==> config.mk <==
export PLATFORM = sky130hd
export DESIGN_NAME = multdiv_issue_ctrl
export DESIGN_NICKNAME = d
export VERILOG_FILES = /design/src/rtl/multdiv_pkg.sv /design/src/rtl/md_timeout_ctr.sv /design/src/rtl/multdiv_issue_ctrl.sv
export SDC_FILE = /design/constraint.sdc
export NUM_CORES = 1
export LEC_CHECK = 0
export ABC_AREA = 1
export CAP_MARGIN = 10
export CORE_ASPECT_RATIO = 0.7
export CORE_MARGIN = 2
export CORE_UTILIZATION = 40
export DETAILED_ROUTE_END_ITERATION = 16
export PLACE_DENSITY = 0.82
export RECOVER_POWER = 100
export SETUP_SLACK_MARGIN = 0.05
export SYNTH_ARGS = -nofsm -noshare
export SYNTH_HDL_FRONTEND = slang
export SYNTH_SLANG_ARGS = --single-unit
==> constraint.sdc <==
create_clock -name clock -period 3.1 [get_ports clock]
set_clock_uncertainty 0.05 [all_clocks]
set_input_delay 0.62 -clock clock [delete_from_list [all_inputs] [get_ports clock]]
set_output_delay 0.62 -clock clock [all_outputs]
set_load 0.01 [all_outputs]
==> src/rtl/multdiv_pkg.sv <==
// multdiv_pkg
// Shared definitions for the multdiv issue controller: FSM state encoding
// and default values for widths, timeout, exception register and codes.
package multdiv_pkg;

    typedef enum logic [1:0] {
        ST_IDLE  = 2'd0,
        ST_START = 2'd1,
        ST_BUSY  = 2'd2,
        ST_DONE  = 2'd3
    } md_state_t;

    localparam int DEF_WIDTH       = 32;
    localparam int DEF_REG_W       = 5;
    localparam int DEF_TIMEOUT     = 64;
    localparam int DEF_RSTATUS_REG = 30;
    localparam int DEF_EXC_MULT    = 4;
    localparam int DEF_EXC_DIV     = 5;

endpackage

==> src/rtl/md_timeout_ctr.sv <==
// md_timeout_ctr
// Counts cycles an operation has spent waiting on the multdiv unit.
// Ports:
//   clock, reset  system clock, synchronous active-high reset
//   clear         force the count back to zero (start of an operation)
//   enable        advance the count by one this cycle
//   terminal      high while the current enabled cycle is the TIMEOUT-th
//                 cycle after the start pulse
module md_timeout_ctr #(
    parameter int TIMEOUT = 64
) (
    input  logic clock,
    input  logic reset,
    input  logic clear,
    input  logic enable,
    output logic terminal
);

    localparam int CW = $clog2(TIMEOUT + 1);

    logic [CW-1:0] count;

    // The count holds the number of waiting cycles already completed, so the
    // flag fires one below TIMEOUT: that cycle is the TIMEOUT-th one.
    always_ff @(posedge clock) begin
        if (reset || clear) begin
            count <= '0;
        end else if (enable && !terminal) begin
            count <= count + 1'b1;
        end
    end

    assign terminal = (count == CW'(TIMEOUT - 1));

endmodule

==> src/rtl/multdiv_issue_ctrl.sv <==
// multdiv_issue_ctrl
// Execute-stage initiator for the iterative multdiv unit. Captures a MULT or
// DIV, holds its operands, sends a one-cycle start pulse, stalls the pipeline
// until the unit reports ready (or times out) and then presents one writeback.
// Ports:
//   clock, reset                    system clock, synchronous active-high reset
//   ex_valid/ex_is_mult/ex_is_div   execute-stage instruction and its kind
//   ex_flush                        squash of the instruction / in-flight op
//   ex_opA, ex_opB, ex_rd           operands and destination register
//   data_operandA/B                 held operands to the multdiv unit
//   ctrl_MULT, ctrl_DIV             one-cycle start pulses
//   data_result/exception/resultRDY multdiv response
//   stall                           freeze fetch/decode/execute
//   wb_valid, wb_rd, wb_data        one-cycle writeback
module multdiv_issue_ctrl
    import multdiv_pkg::*;
#(
    parameter int WIDTH       = DEF_WIDTH,
    parameter int REG_W       = DEF_REG_W,
    parameter int TIMEOUT     = DEF_TIMEOUT,
    parameter int RSTATUS_REG = DEF_RSTATUS_REG,
    parameter int EXC_MULT    = DEF_EXC_MULT,
    parameter int EXC_DIV     = DEF_EXC_DIV
) (
    input  logic             clock,
    input  logic             reset,
    input  logic             ex_valid,
    input  logic             ex_is_mult,
    input  logic             ex_is_div,
    input  logic             ex_flush,
    input  logic [WIDTH-1:0] ex_opA,
    input  logic [WIDTH-1:0] ex_opB,
    input  logic [REG_W-1:0] ex_rd,
    output logic [WIDTH-1:0] data_operandA,
    output logic [WIDTH-1:0] data_operandB,
    output logic             ctrl_MULT,
    output logic             ctrl_DIV,
    input  logic [WIDTH-1:0] data_result,
    input  logic             data_exception,
    input  logic             data_resultRDY,
    output logic             stall,
    output logic             wb_valid,
    output logic [REG_W-1:0] wb_rd,
    output logic [WIDTH-1:0] wb_data
);

    md_state_t        state;
    md_state_t        next_state;
    logic             issue;
    logic             issue_div;
    logic             timeout_hit;
    logic             finish_op;
    logic             op_exc;
    logic [REG_W-1:0] rd_q;
    logic             is_div_q;

    assign issue = ex_valid & (ex_is_mult | ex_is_div) & ~ex_flush;

    // An instruction flagged as both MULT and DIV is run as a multiply.
    assign issue_div = ex_is_div & ~ex_is_mult;

    // A flush wins over a completion arriving in the same BUSY cycle.
    assign finish_op = (state == ST_BUSY) && !ex_flush && (data_resultRDY || timeout_hit);

    // A timeout without ready is reported as an exception of the op's kind.
    assign op_exc = data_resultRDY ? data_exception : 1'b1;

    assign stall = ((state == ST_IDLE) && issue) || (state == ST_START) || (state == ST_BUSY);

    md_timeout_ctr #(
        .TIMEOUT (TIMEOUT)
    ) u_timeout_ctr (
        .clock    (clock),
        .reset    (reset),
        .clear    (state == ST_START),
        .enable   (state == ST_BUSY),
        .terminal (timeout_hit)
    );

    always_ff @(posedge clock) begin
        if (reset) begin
            state <= ST_IDLE;
        end else begin
            state <= next_state;
        end
    end

    // START ignores data_resultRDY so a ready left over from an earlier
    // (possibly flushed) operation can never complete the new one.
    always_comb begin
        next_state = state;
        case (state)
            ST_IDLE: begin
                if (issue) begin
                    next_state = ST_START;
                end
            end
            ST_START: begin
                next_state = ex_flush ? ST_IDLE : ST_BUSY;
            end
            ST_BUSY: begin
                if (ex_flush) begin
                    next_state = ST_IDLE;
                end else if (data_resultRDY || timeout_hit) begin
                    next_state = ST_DONE;
                end
            end
            ST_DONE: begin
                next_state = ST_IDLE;
            end
            default: begin
                next_state = ST_IDLE;
            end
        endcase
    end

    // Pulses and writeback fields are set on the edge entering START/DONE
    // and fall back to zero otherwise, so each lasts exactly one cycle.
    // Operands and the captured destination only change on a new issue.
    always_ff @(posedge clock) begin
        if (reset) begin
            data_operandA <= '0;
            data_operandB <= '0;
            rd_q          <= '0;
            is_div_q      <= 1'b0;
            ctrl_MULT     <= 1'b0;
            ctrl_DIV      <= 1'b0;
            wb_valid      <= 1'b0;
            wb_rd         <= '0;
            wb_data       <= '0;
        end else begin
            ctrl_MULT <= 1'b0;
            ctrl_DIV  <= 1'b0;
            wb_valid  <= 1'b0;
            wb_rd     <= '0;
            wb_data   <= '0;
            if ((state == ST_IDLE) && issue) begin
                data_operandA <= ex_opA;
                data_operandB <= ex_opB;
                rd_q          <= ex_rd;
                is_div_q      <= issue_div;
                ctrl_MULT     <= ~issue_div;
                ctrl_DIV      <= issue_div;
            end
            if (finish_op) begin
                if (op_exc) begin
                    wb_valid <= 1'b1;
                    wb_rd    <= REG_W'(RSTATUS_REG);
                    wb_data  <= is_div_q ? WIDTH'(EXC_DIV) : WIDTH'(EXC_MULT);
                end else if (rd_q != '0) begin
                    wb_valid <= 1'b1;
                    wb_rd    <= rd_q;
                    wb_data  <= data_result;
                end
            end
        end
    end

endmodule

# --- Yosys cells after proc, flatten, opt, wreduce, memory -nomap -nowiden ---
# Cells that the tools add are included.
op_classes:
  addsub: 1
  n_eq_ne: 6
  mux: 13
  n_bitwise: 10
  n_reduce_logical: 16
op_table:
  columns: ["op", "n"]
  rows:
  - ["2-to-1 mux 32 bit", 2]
  - ["2-to-1 mux 5 bit", 2]
  - ["2-to-1 mux 2 bit", 4]
  - ["one-hot mux 2 bit (4 select lines)", 1]
  - ["adder 7 x 1 -> 7 bit (second input constant)", 1]
  - ["equality test 7 x 6 -> 1 bit (second input constant)", 1]
  - ["NOT 1 bit", 6]
  - ["nonzero test 5 bit", 1]
  - ["equality test 2 bit (second input constant)", 2]
  - ["logical AND 1 bit", 4]
  - ["logical OR 1 bit", 4]
  - ["2-to-1 mux 1 bit", 4]
  - ["OR reduction 2 bit", 2]
  - ["OR reduction 4 bit", 1]
  - ["bitwise AND 1 bit", 3]
  - ["!= test 3 bit (second input constant)", 1]
  - ["equality test 2 x 1 -> 1 bit (second input constant)", 1]
  - ["zero test 1 bit", 2]
  - ["zero test 2 bit", 1]
  - ["!= test 2 bit (second input constant)", 1]
  - ["AND reduction 2 bit", 1]
  - ["bitwise OR 1 bit", 1]
word_totals:
  regBits: 119

# --- Depth between registers and ports, before layout ---
# Gate-level depths: netlist (run 1).
logic_depth:
  depth_word: 6
  ltp_mapped: 7
  mapped_depth_nobuf: 7

# --- Hierarchy ---
# Synthesis (run 1) repeated with hierarchy kept, for this count alone.
unflattened:
  hier_cells: 531
  area_unflattened_um2: 4256.6
by_module_without_submodules:
  columns: ["mod", "n_inst", "cells_per_inst", "area_each_um2", "seq_area_each_um2"]
  rows:
  - ["multdiv_issue_ctrl", 1, 468, 3836.2, 2242.2]
  - ["md_timeout_ctr", 1, 63, 420.4, 140.1]

# --- Worst setup path before layout (run 1) ---
# No wires, ideal clock.
synth_timing:
  path_type: "input -> output"
  startpoint: "in ex_is_div"
  endpoint: "out stall"
  arrival_ns: 1.383
  required_time_ns: 2.430
  path_slack_ns: 1.047
  stages: 5
  n_path_buf: 1
  path_cell_list: "o21ai_1 -> nor2_1 -> nand2_1 -> buf_2 -> nand2_1"
synth_between:
  elab_chain_len: 6
synth_rtl:
  columns: ["item", "line", "rtl"]
  rows:
  - ["start: declaration", "multdiv_issue_ctrl.sv:29", "input logic ex_is_div,"]
  - ["bitwise OR 1 bit", "multdiv_issue_ctrl.sv:57", "assign issue = ex_valid & (ex_is_mult | ex_is_div) & ~ex_flush;"]
  - ["bitwise AND 1 bit (2 in series)", "multdiv_issue_ctrl.sv:57", null]
  - ["logical AND 1 bit", "multdiv_issue_ctrl.sv:68", "assign stall = ((state == ST_IDLE) && issue) || (state == ST_START) || (state == ST_BUSY);"]
  - ["logical OR 1 bit (2 in series)", "multdiv_issue_ctrl.sv:68", null]
  - ["end: declaration", "multdiv_issue_ctrl.sv:41", "output logic stall,"]
# No other way between the ends.

# --- Worst setup path after layout (run 1) ---
layout_timing:
  startpoint: "in ex_flush"
  endpoint: "out stall"
layout_between:
  elab_chain_len: 5
layout_rtl:
  columns: ["item", "line", "rtl"]
  rows:
  - ["start: declaration", "multdiv_issue_ctrl.sv:30", "input logic ex_flush,"]
  - ["NOT 1 bit", "multdiv_issue_ctrl.sv:57", null]
  - ["bitwise AND 1 bit", "multdiv_issue_ctrl.sv:57", null]
  - ["logical AND 1 bit", "multdiv_issue_ctrl.sv:68", null]
  - ["logical OR 1 bit (2 in series)", "multdiv_issue_ctrl.sv:68", null]
# No other way between the ends.

==> impl_metrics.yaml, run 1 <==
detailed_routing:
  wirelength_um: 11700
  firstDrtPassIters: 5
  wirelength_met1_um: 4800
  routed_via_density: 4.65
  drt_iter0_markers: 207
  drtAntennaViolNets: 0
  vias: 4005
  drc: 0
  wl_met2_um: 5720
  maxUsedRoutingLayer: "met4"
  routedWlPerCell_um: 13.6
  wl_met3_um: 1030
global_routing:
  grt_pass1_vias: 4041
  antenna_found_initial: 0
  grt_max_degree: 74
  grt_usage_pct: 21.4
  overflow: 0
  grt_pass1_wl_um: 18800
synthesis:
  syn_area_sq_um: 4100
  yosysUniqueCellTypes: 18
  synth_area_per_cell_sq_um: 8.00
  synth_ff_type: "dfxtp_1"
  synth.most_common_cell: "nand2_1"
  synth.net_count: 622
  synth-seq-area-share_pct: 58.2
  yosysWarnings: 0
  synth_edf_count: 0
  synth_top_area_cell: "dfxtp_1"
  ys_ff_latch: 119
  synth.top_cell.area_share_pct: 58.2
  async_reset_ff_share_pct: 0
  synthCells: 512
  synth_common_cells: "162 x nand2_1, 119 x dfxtp_1, 80 x a21oi_1"
  synth_area_leaders: "dfxtp_1 58%, nand2_1 15%, a21oi_1 9.8%"
clocking:
  htreeDepth: 4
  clock-root-buffer: "clkbuf_16"
  cts_resized: 0
  cts_setup_buffers: 0
  cts_buffers: 17
  insertion_delay_ns: 0.40
  path_clk_slew_ns: 0.05
  tritoncts: "yes"
  cts_hold_buf: 0
  cts.sinks: 119
  clockBufferDepth: 2
floorplan:
  io_pins: 214
  rows: 30
  die_y_um: 88.7
  die_w_um: 125
  floorplan.initialDensity_pct: 41.6
  coreArea_sq_um: 9830
  die_area_sq_um: 11100
worst_setup_path:
  reg2regPathDepth: 6
  slowest_delay_ns: 0.64
  cp-end-kind: "output port"
  required_ns: 2.43
  critPathBufInv: 2
  cpMostUsedCell: "dlygate4sd3_1"
  worstSetupStartpointType: "input port"
  cp_top_family: "buffers and inverters"
  cp.depth: 5
  rrSetupSlack_ns: 0.66
  rr_endpoint: "wb_data[4]"
  critPathSlowestCell: "dlygate4sd3_1"
  worstPathArrival_ns: 2.22
  cp_max_fo: 5
  endpoint: "stall"
  crit_start: "ex_flush"
  crit_chain: "dlygate4sd3_1 > nor2_1 > nand2_2 > nand2_1 > dlygate4sd3_1"
  regToRegStartpoint: "u_timeout_ctr.count[0]"
  worstSetupPathType: "in2out"
final_layout:
  final_layout_size_suffix_gt1_share_pct: 5.32
  area_delta_synth_final_pct: 69.5
  stdcell_area_sq_um: 6940
  regArea_sq_um: 2380
  multi_input_area_sq_um: 1390
  n_antenna_cell: 0
  num-fill-cells: 747
  nets: 832
outcome:
  failed_checks: "max-capacitance violations, max-slew violations"
  outcome: "finished with violations"
sta:
  slew_viol_final: 39
  worstMarginPinSlew_ns: 1.55
  finalCriticalPeriod_ns: 2.89
  fmax_mhz: 346
  setup_slack_ns: 0.206
  rsz0062_at_grt: "false"
  slew_headroom_pct: -3.44
  min_period_over_period_pct: 93.4
  totalNegativeSetupSlack_ns: 0
  holdWs_ns: 0.407
  finalSetupViolCount: 0
  finalHoldViolCount: 0
placed_design:
  hpwl_um: 8420
  port-buffer-count: 213
  gp_congestion: 0.814
  dpl_cell_area_sq_um: 6310
  post-place-ws_ns: 0.330
power_and_ir_drop:
  p_int_mw: 3.28
  power_density_nw_per_um2: 592
  pwr-share-seq_pct: 39.0
  p_switching_mw: 0.832
  p_sw_share_pct: 20.3
  p_leak_nw: 2.99
  p_clk_share_pct: 51.4
  ir_worst_vdd_mv: 0.383
  combPwrFrac_pct: 9.6
run:
  drv_cap: 1
hold_path:
  hold_class: "reg2reg"
-- cells by family (layout without fill, tap and decap cells) --
logic type / count (synthesis) / count (layout) / synth area share, %
compound gates: 86 / 86 / 10.5
xor+xnor: 2 / 2 / 0.428
buf+inv: 78 / 299 / 8.04
fa+ha+maj: 1 / 1 / 0.305
flops: 119 / 119 / 58.2
simple gates: 226 / 226 / 22.5
-- metrics by stage --
step                cells  utilization [%]  power [mW]
floorplan             512                -        1.79
global placement      831             64.1        2.03
detailed placement    831             64.1        2.04
CTS                   861             70.7        4.17
global route          861             70.6        4.26
finish                861             70.6        4.11
-- layout make-up --
class / count / share of cell area (%)
clock inverter: 8 / 2.45
tap: 128 / 2.31
multi-input combinational: 315 / 20.0
sequential: 119 / 34.3
clock buffer: 22 / 6.83
inverter: 49 / 2.65
timing repair buffer: 220 / 31.4
-- state kept, by name (all words and copies together) (netlist names), 2 cells and up --
register,flops
data_operandA,32
data_operandB,32
u_timeout_ctr.count,7
state,2
rd_q,5
wb_rd,5
wb_data,32
-- power groups by stage --
stage	combinational (mW)	clock, mW	sequential, mW
2_1_floorplan	0.135	0	1.65
3_3_place_gp	0.402	0	1.63
3_5_place_dp	0.410	0	1.63
4_1_cts	0.413	2.15	1.60
5_1_grt	0.433	2.22	1.61
6_report	0.394	2.11	1.60
-- cell usage in the layout, fill, tap and decap left out, types with 2 or more instances in the layout --
master and count:
buf_4 3, dfxtp_1 119, bufinv_16 5, a21oi_1 80, nand3_1 8, o21ai_0 4, clkdlybuf4s50_1 106, inv_1 48
nor3_1 37, clkbuf_8 3, clkbuf_2 2, clkbuf_1 4, nand2_1 161, clkinvlp_4 2, nor2_1 17, dlygate4sd3_1 106
clkbuf_16 17
-- routing by layer --
metal | up-vias | global-route usage, %
li1 | 2047 | -
met2 | 133 | 36.3
met4 | 0 | 10.2
met5 | - | 0
met3 | 18 | 9.61
met1 | 1807 | 23.4
-- how the worst min path moves through the flow --
stage	from	to	slack, ns	depth (start not counted)
CTS	u_timeout_ctr.count[6]	u_timeout_ctr.count[6]	0.41	2
detailed placement	u_timeout_ctr.count[6]	u_timeout_ctr.count[6]	0.40	2
global route	data_operandA[6]	data_operandA[6]	0.43	2
finish	u_timeout_ctr.count[6]	u_timeout_ctr.count[6]	0.41	2
floorplan	u_timeout_ctr.count[6]	u_timeout_ctr.count[6]	0.37	2
global placement	u_timeout_ctr.count[6]	u_timeout_ctr.count[6]	0.38	2
-- worst min-delay path: cells and delay by family (launching register included) --
kind | cells | cell delay [ns]
and+or+nand+nor | 1 | 0.05
DFF | 1 | 0.29
buffers and inverters | 1 | 0.07
Note: power is estimated with default switching activity, not from simulation.
==> inputs of run 2 (changes only) <==
CORE_ASPECT_RATIO = 1.75   (was 0.7)
CTS_BUF_LIST = sky130_fd_sc_hd__clkbuf_2   (was default)
==> run 2 against run 1 <==
  * The run now ends clean
  * Worst hold slack improved by 0.0015 ns
  * Sequential power about the same
  * Utilization decreased by 4.5 points
  * Critical path depth increased by 1
  * Sequential share of layout area increased by 2.1 points
  * Clock power decreased by 50%
  * Critical endpoint unchanged
  * Largest power group is now sequential cells
  * Highest routed layer unchanged
==> impl_metrics.yaml, run 2 (synthesized netlist as in run 1, its figures left out) <==
outcome:
  outcome: "complete, no violations"
sta:
  finalCriticalPeriod_ns: 2.89
  min_period_over_period_pct: 93.2
  finalSetupViolCount: 0
  slew_viol_final: 0
  setup_slack_ns: 0.212
  fmax_mhz: 346
  slew_headroom_pct: 1.46
  holdWs_ns: 0.408
  totalNegativeSetupSlack_ns: 0
  worstMarginPinSlew_ns: 1.48
  finalHoldViolCount: 0
  rsz0062_at_grt: "false"
worst_setup_path:
  cp_max_fo: 2
  crit_chain: "dlygate4sd3_1 > o21ai_1 > nor2_1 > nand2_2 > nand2_1 > clkdlybuf4s50_1"
  slowest_delay_ns: 0.55
  critPathSlowestCell: "dlygate4sd3_1"
  worstSetupStartpointType: "input port"
  critPathBufInv: 2
  required_ns: 2.43
  worstPathArrival_ns: 2.22
  cp-end-kind: "output port"
  cp_top_family: "buffers and inverters"
  worstSetupPathType: "in2out"
floorplan:
  io_pins: 214
  die_w_um: 80.5
  rows: 48
  floorplan.initialDensity_pct: 41.3
  die_area_sq_um: 11100
  coreArea_sq_um: 9910
  die_y_um: 138
clocking:
  tritoncts: "yes"
  cts.sinks: 119
  cts_resized: 0
  cts_hold_buf: 0
  insertion_delay_ns: 0.65
  cts_buffers: 17
  clock-root-buffer: "clkbuf_2"
  cts_setup_buffers: 0
  path_clk_slew_ns: 0.17
  clockBufferDepth: 2
  htreeDepth: 4
hold_path:
  hold_class: "reg2reg"
power_and_ir_drop:
  ir_worst_vdd_mv: 0.298
  p_leak_nw: 2.83
  power_density_nw_per_um2: 465
detailed_routing:
  drt_iter0_markers: 122
  drc: 0
  wl_met3_um: 1000
  routedWlPerCell_um: 13.4
  vias: 4045
  firstDrtPassIters: 4
  wirelength_um: 11500
  routed_via_density: 4.69
  maxUsedRoutingLayer: "met4"
  wl_met2_um: 6170
  wirelength_met1_um: 3960
  drtAntennaViolNets: 0
final_layout:
  final_cell_mix: "161 x nand2_1, 119 x dfxtp_1, 107 x clkdlybuf4s50_1"
  nets: 833
  stdcell_area_sq_um: 6550
  area_delta_synth_final_pct: 59.9
  final_layout_size_suffix_gt1_share_pct: 5.43
  layout_commonest_cell: "nand2_1"
  reg_top3: "data_operandA (32), data_operandB (32), wb_data (32)"
placed_design:
  post-place-ws_ns: 0.352
  hpwl_um: 8550
  gp_congestion: 0.808
  dpl_cell_area_sq_um: 6300
  port-buffer-count: 213
global_routing:
  grt_max_degree: 72
  antenna_found_initial: 1
  grt_usage_pct: 20.8
  grt_pass1_vias: 4005
  grt_pass1_wl_um: 17700
  overflow: 0
run:
  drv_cap: 0
[run 2: layout make-up]
class / count / area (sq um)
Fill cell: 842 / 3360
Sequential cell: 119 / 2380
Timing Repair Buffer: 221 / 2170
Multi-Input combinational cell: 315 / 1390
Inverter: 49 / 184
Clock inverter: 15 / 176
Tap cell: 125 / 156
Clock buffer: 17 / 85.1
Antenna cell: 1 / 2.50
[run 2: final timing paths]
kind,cells past startpoint,startpoint,slack [ns],to
setup / recovery,6,ex_is_div,0.21,stall
hold reg to reg,2,u_timeout_ctr.count[6],0.41,u_timeout_ctr.count[6]
setup reg to reg,6,u_timeout_ctr.count[0],0.73,wb_data[20]
hold / removal,2,u_timeout_ctr.count[6],0.41,u_timeout_ctr.count[6]
[run 2: routing by layer]
layer	track usage, %	vias to the layer above
li1	-	2039
met1	19.0	1790
met2	38.9	185
met3	7.62	31
met4	11.0	0
met5	0	-
[run 2: where the power goes]
group | leakage (nW) | internal, mW | switching (mW)
logic | 1.72 | 0.216 | 0.176
registers | 0.965 | 1.58 | 0.0229
clock network | 0.144 | 0.452 | 0.600
total | 2.83 | 2.25 | 0.800
[run 2: worst reg2reg max path: cells and delay by family, from the launching register on]
family / cells / cell delay [ns]
adders and majority gates: 1 / 0.25
buffers and inverters: 1 / 1.08
and+or+nand+nor: 3 / 0.34
DFF: 1 / 0.40
AOI/OAI and AO/OA: 1 / 0.11
[run 2: stage by stage]
step,std cells,utilization [%],total power [mW]
after floorplan,512,-,1.79
after global placement,829,63.6,2.03
after CTS,861,66.2,3.11
after global routing,862,66.1,3.19
final,862,66.1,3.04
after detailed placement,829,63.6,2.04
